==> src/rtl/cpu_fetch_unit.sv <==
// Decoupled instruction-fetch front end: credit-limited in-order requests, a response FIFO
// holding {pc, instruction}, and redirect handling that flushes and drops stale responses.
module cpu_fetch_unit #(
  parameter int unsigned          ADDR_W   = 32,
  parameter int unsigned          DATA_W   = 32,
  parameter int unsigned          DEPTH    = 4,
  parameter logic [ADDR_W-1:0]    RESET_PC = '0
) (
  input  logic              clk,
  input  logic              rst,
  output logic              imem_req_valid,
  input  logic              imem_req_ready,
  output logic [ADDR_W-1:0] imem_req_addr,
  input  logic              imem_rsp_valid,
  input  logic [DATA_W-1:0] imem_rsp_data,
  input  logic              redirect_valid,
  input  logic [ADDR_W-1:0] redirect_pc,
  output logic              inst_valid,
  input  logic              inst_ready,
  output logic [DATA_W-1:0] inst,
  output logic [ADDR_W-1:0] inst_pc
);

  localparam int unsigned PtrW = $clog2(DEPTH);
  localparam int unsigned CntW = PtrW + 1;

  logic [ADDR_W-1:0] fetch_pc_q, fetch_pc_d;
  logic [ADDR_W-1:0] rsp_pc_q, rsp_pc_d;
  logic [CntW-1:0]   outstanding_q, outstanding_d;
  logic [CntW-1:0]   drop_cnt_q, drop_cnt_d;
  logic [CntW-1:0]   count_q, count_d;
  logic [PtrW-1:0]   wr_ptr_q, wr_ptr_d;
  logic [PtrW-1:0]   rd_ptr_q, rd_ptr_d;

  logic [DATA_W-1:0] data_mem [DEPTH];
  logic [ADDR_W-1:0] pc_mem   [DEPTH];

  logic [ADDR_W-1:0] redirect_aligned;
  logic [CntW:0]     in_use;
  logic              credit_ok;
  logic              fifo_empty;
  logic              req_fire;
  logic              rsp_take;
  logic              push;
  logic              pop;

  assign redirect_aligned = redirect_pc & ~ADDR_W'(3);

  // Stale requests keep their credit until their response returns.
  assign in_use    = {1'b0, outstanding_q} + {1'b0, count_q};
  assign credit_ok = in_use < (CntW + 1)'(DEPTH);

  assign imem_req_valid = !rst && !redirect_valid && credit_ok;
  assign imem_req_addr  = fetch_pc_q;
  assign req_fire       = imem_req_valid && imem_req_ready;

  // A response with nothing outstanding is a protocol error; it is ignored.
  assign rsp_take = imem_rsp_valid && !rst && (outstanding_q != '0);
  assign push     = rsp_take && !redirect_valid && (drop_cnt_q == '0);

  assign fifo_empty = (count_q == '0);
  assign inst_valid = !fifo_empty && !redirect_valid;
  assign pop        = inst_valid && inst_ready;

  assign inst    = fifo_empty ? '0 : data_mem[rd_ptr_q];
  assign inst_pc = fifo_empty ? '0 : pc_mem[rd_ptr_q];

  always_comb begin
    fetch_pc_d    = fetch_pc_q;
    rsp_pc_d      = rsp_pc_q;
    outstanding_d = outstanding_q;
    drop_cnt_d    = drop_cnt_q;
    count_d       = count_q;
    wr_ptr_d      = wr_ptr_q;
    rd_ptr_d      = rd_ptr_q;

    if (redirect_valid) begin
      fetch_pc_d    = redirect_aligned;
      rsp_pc_d      = redirect_aligned;
      outstanding_d = outstanding_q - CntW'(rsp_take);
      drop_cnt_d    = outstanding_q - CntW'(rsp_take);
      count_d       = '0;
      wr_ptr_d      = '0;
      rd_ptr_d      = '0;
    end else begin
      if (req_fire) begin
        fetch_pc_d = fetch_pc_q + ADDR_W'(4);
      end
      outstanding_d = outstanding_q + CntW'(req_fire) - CntW'(rsp_take);
      if (rsp_take && (drop_cnt_q != '0)) begin
        drop_cnt_d = drop_cnt_q - CntW'(1);
      end
      if (push) begin
        wr_ptr_d = wr_ptr_q + PtrW'(1);
        rsp_pc_d = rsp_pc_q + ADDR_W'(4);
      end
      if (pop) begin
        rd_ptr_d = rd_ptr_q + PtrW'(1);
      end
      count_d = count_q + CntW'(push) - CntW'(pop);
    end
  end

  always_ff @(posedge clk or posedge rst) begin
    if (rst) begin
      fetch_pc_q    <= RESET_PC;
      rsp_pc_q      <= RESET_PC;
      outstanding_q <= '0;
      drop_cnt_q    <= '0;
      count_q       <= '0;
      wr_ptr_q      <= '0;
      rd_ptr_q      <= '0;
    end else begin
      fetch_pc_q    <= fetch_pc_d;
      rsp_pc_q      <= rsp_pc_d;
      outstanding_q <= outstanding_d;
      drop_cnt_q    <= drop_cnt_d;
      count_q       <= count_d;
      wr_ptr_q      <= wr_ptr_d;
      rd_ptr_q      <= rd_ptr_d;
    end
  end

  // Storage needs no reset: outputs are masked while the FIFO is empty.
  always_ff @(posedge clk) begin
    if (push) begin
      data_mem[wr_ptr_q] <= imem_rsp_data;
      pc_mem[wr_ptr_q]   <= rsp_pc_q;
    end
  end

`ifndef SYNTHESIS
  rsp_without_request: assert property (@(posedge clk) disable iff (rst)
    imem_rsp_valid |-> (outstanding_q != '0));
`endif

endmodule
==> config.mk <==
export PLATFORM = sky130hd
export DESIGN_NAME = cpu_fetch_unit
export DESIGN_NICKNAME = d
export VERILOG_FILES = /design/src/rtl/cpu_fetch_unit.sv
export SDC_FILE = /design/constraint.sdc
export NUM_CORES = 1
export LEC_CHECK = 0
export ABC_AREA = 0
export ABC_CLOCK_PERIOD_IN_PS = 9690
export CAP_MARGIN = 30
export CORE_AREA = 5 5 190 192
export CTS_BUF_LIST = sky130_fd_sc_hd__clkbuf_4 sky130_fd_sc_hd__clkbuf_8
export CTS_CLUSTER_DIAMETER = 100
export CTS_CLUSTER_SIZE = 8
export DETAILED_ROUTE_END_ITERATION = 12
export DIE_AREA = 0 0 195 197
export MAX_ROUTING_LAYER = met4
export PLACE_DENSITY = 0.57
export SLEW_MARGIN = 0
export SYNTH_ARGS = -nofsm -noshare
export SYNTH_HDL_FRONTEND = slang
export SYNTH_SLANG_ARGS = --single-unit
==> constraint.sdc <==
create_clock -name clk -period 9.69 [get_ports clk]
set_input_delay 1.938 -clock clk [delete_from_list [all_inputs] [get_ports clk]]
set_output_delay 1.938 -clock clk [all_outputs]
set_load 0.02 [all_outputs]
==> results.py <==
metrics = {
    "detailed_routing": {
        "vias": 7950,
        "drt_wl_total_um": 30800,
        "highest_layer": "met4",
        "wl_per_cell_um": 20.2,
        "wl_met3_um": 1470,
        "first_pass_iters": 5,
        "wl_met2_um": 14100,
        "ant_nets": 0,
        "remaining_drc_errors": 0,
        "drtIter0Drc": 448,
        "vias_per_cell": 5.22,
        "m1WireLength_um": 14600,
    },
    "placed_design": {
        "place.port_buffers": 161,
        "hpwlAfterDp_um": 19000,
        "dp_worst_setup_slack_ns": 4.08,
        "placed_area_um2": 15900,
        "gp_congestion": 0.815,
        "dp_cells": 1460,
    },
    "sta": {
        "timing.fmax_ghz": 0.180,
        "drv_slew": 0,
        "setup_slack_ns": 4.12,
        "finalCritPeriodShare": 0.575,
        "setup_tns_ns": 0,
        "hold_slack_ns": 0.547,
        "slew_headroom": 0.356,
        "finalClockSkew_ns": 0.0180,
        "final_hold_viol_count": 0,
        "rsz0062_at_grt": "no",
        "finalSetupViolations": 0,
        "tightestPinTransition_ns": 0.966,
        "fin_crit_ns": 5.57,
    },
    "power": {
        "p_per_area_nw_per_um2": 215,
        "p_leak_nw": 5.58,
        "internal-power_mw": 2.52,
        "p_clk_frac": 0.269,
        "p_sw_mw": 1.06,
        "power_switching_share": 0.296,
        "seqPwrFrac": 0.459,
        "p_total_mw": 3.58,
        "peakVddDrop_mv": 0.116,
        "power_frac_comb": 0.273,
    },
    "clock_tree": {
        "clockRootBuffer": "clkbuf_8",
        "cts_sinks": 321,
        "path_clk_slew_ns": 0.06,
        "post-cts-setup-buffer-count": 0,
        "cts_tree": "yes",
        "cts_resized": 0,
        "cts_max_path_buffers": 3,
        "cts_hold_buf": 0,
        "clk_latency_ns": 0.57,
        "cts_buffers": 46,
        "ctsHtreeMaxLevel": 2,
    },
    "die": {
        "die-area_um2": 38400,
        "die_h_um": 197,
        "start_util": 0.402,
        "fp-row-count": 68,
        "core_area_um2": 34200,
        "dieWidth_um": 195,
        "io_pins": 168,
    },
    "global_routing": {
        "grt_usage": 0.165,
        "overflow": 0,
        "grt_max_degree": 67,
        "grt_pass1_wl_um": 48800,
        "grt_pass1_vias": 8441,
        "antenna_found_initial": 0,
    },
    "cells_and_area": {
        "fin_cells": 1522,
        "final_common_cell": "edfxtp_1",
        "diodes": 0,
        "drive_gt1_frac": 0.155,
        "final_util": 0.486,
        "nets": 1141,
        "fin_area_um2": 16600,
        "layout_common_cells": "edfxtp_1, clkdlybuf4s50_1, dfrtp_1",
        "area_delta_synth_final_pct": 21.0,
    },
    "logic_synthesis": {
        "synth_cell_types": 48,
        "synth-async-reset-ratio": 0.227,
        "synthCells": 874,
        "avgSynthCellArea_um2": 15.7,
        "synth-main-ff-cell": "edfxtp_1",
        "ys_ff_latch": 321,
        "syn_area_um2": 13700,
        "synth-seq-area-share": 0.675,
        "synth_edf_count": 248,
        "yosys_warnings": 0,
    },
    "job": {
        "max_cap_viol_count": 0,
    },
    "run_status": {
        "status": "finished, final reports clean",
    },
    "critical_path": {
        "rr_startpoint": "drop_cnt_q[0]",
        "worstPathArrival_ns": 3.63,
        "start_kind": "primary input",
        "rr_worst_depth": 7,
        "slowest_delay_ns": 0.60,
        "critPathMaxFanout": 37,
        "crit_family": "buffers and inverters",
        "cp-end-kind": "primary output",
        "cp.required_ns": 7.75,
        "crit_type": "primary input to primary output",
        "rr_endpoint": "data_mem[0][23]",
        "crit_slowest_cell": "inv_2",
        "path_buf_inv": 3,
        "reg2reg_slack_ns": 6.37,
        "path_cells": "buf_2 -> inv_2 -> and2_1 -> clkdlybuf4s50_1",
    },
    "hold_path": {
        "hold_path_class": "register to register",
        "holdPathEnd": "pc_mem[0][31]",
        "min_path_cells": 0,
        "min_from": "rsp_pc_q[31]",
    },
}
==> flip-flops by register name (all words and copies together), names as in the netlist <==
name           flops
data_mem         128
rsp_pc_q          30
pc_mem           120
wr_ptr_q           2
drop_cnt_q         3
imem_req_addr     30
rd_ptr_q           2
count_q            3
outstanding_q      3
==> power by group through the flow <==
stage	Combinational, mW	Clock, mW	Sequential, mW
final	0.975	0.961	1.64
after global routing	1.06	1.06	1.65
after CTS	1.00	1.00	1.64
after detailed placement	1.00	0	1.67
after global placement	0.985	0	1.67
after floorplan	0.581	0	1.64
==> per-layer routing <==
layer  vias to the layer above  global-route usage
met5                         -                   -
met4                         0              0.0432
met3                        44              0.0272
met2                       241               0.249
met1                      3997               0.235
li1                       3668                   -
==> how the worst max path moves through the flow <==
| stage | startpoint | end | slack [ns] | depth (start not counted) |
|---|---|---|---|---|
| 3_5_place_dp | redirect_valid | inst_valid | 4.08 | 4 |
| 3_3_place_gp | redirect_valid | inst_valid | 4.08 | 4 |
| 2_1_floorplan | redirect_valid | inst_valid | 4.98 | 4 |
| 5_1_grt | redirect_valid | inst_valid | 4.02 | 4 |
| 6_report | redirect_valid | inst_valid | 4.12 | 4 |
| 4_1_cts | redirect_valid | inst_valid | 4.08 | 4 |
==> final cells by class <==
type	count	area (µm²)
Tap cell	455	569
Clock buffer	59	737
Inverter	26	97.6
Multi-Input combinational cell	485	4180
Timing Repair Buffer	173	1740
Sequential cell	321	9280
Clock inverter	3	27.5
Fill cell	2960	17600
==> kinds of logic after synthesis <==
group	after synthesis	synth area share
flip-flops	321	0.675
AND/OR/NAND/NOR	266	0.110
adder cells (fa/ha/maj)	18	0.0175
other	1	0.000273
AO/OA/AOI/OAI	78	0.0355
XOR/XNOR	47	0.0300
multiplexers	72	0.110
buffers and inverters	71	0.0220
==> worst register-to-register path, delay by kind of cell (launching register included) <==
family | cells | cell delay, ns
flops | 1 | 0.35
buf+inv | 2 | 0.70
simple gates | 4 | 1.71
fa+ha+maj | 1 | 0.17
==> Yosys cell counts (12+ instances only) <==
| cell | n | share of area |
|---|---|---|
| xnor2_1 | 28 | 0.018 |
| and2_1 | 70 | 0.032 |
| o21ai_0 | 21 | 0.0077 |
| o211ai_1 | 14 | 0.0077 |
| a21oi_1 | 12 | 0.0044 |
| edfxtp_1 | 248 | 0.54 |
| nor3_1 | 12 | 0.0044 |
| nand2_1 | 49 | 0.013 |
| xor2_1 | 19 | 0.012 |
| nor2_1 | 32 | 0.0087 |
| nand3_1 | 26 | 0.0095 |
| nand4_1 | 22 | 0.010 |
| dfrtp_1 | 73 | 0.13 |
| ha_1 | 16 | 0.015 |
| mux4_2 | 62 | 0.10 |
| inv_1 | 24 | 0.0066 |
| clkbuf_1 | 25 | 0.0068 |
(Power assumes the default switching activity.)
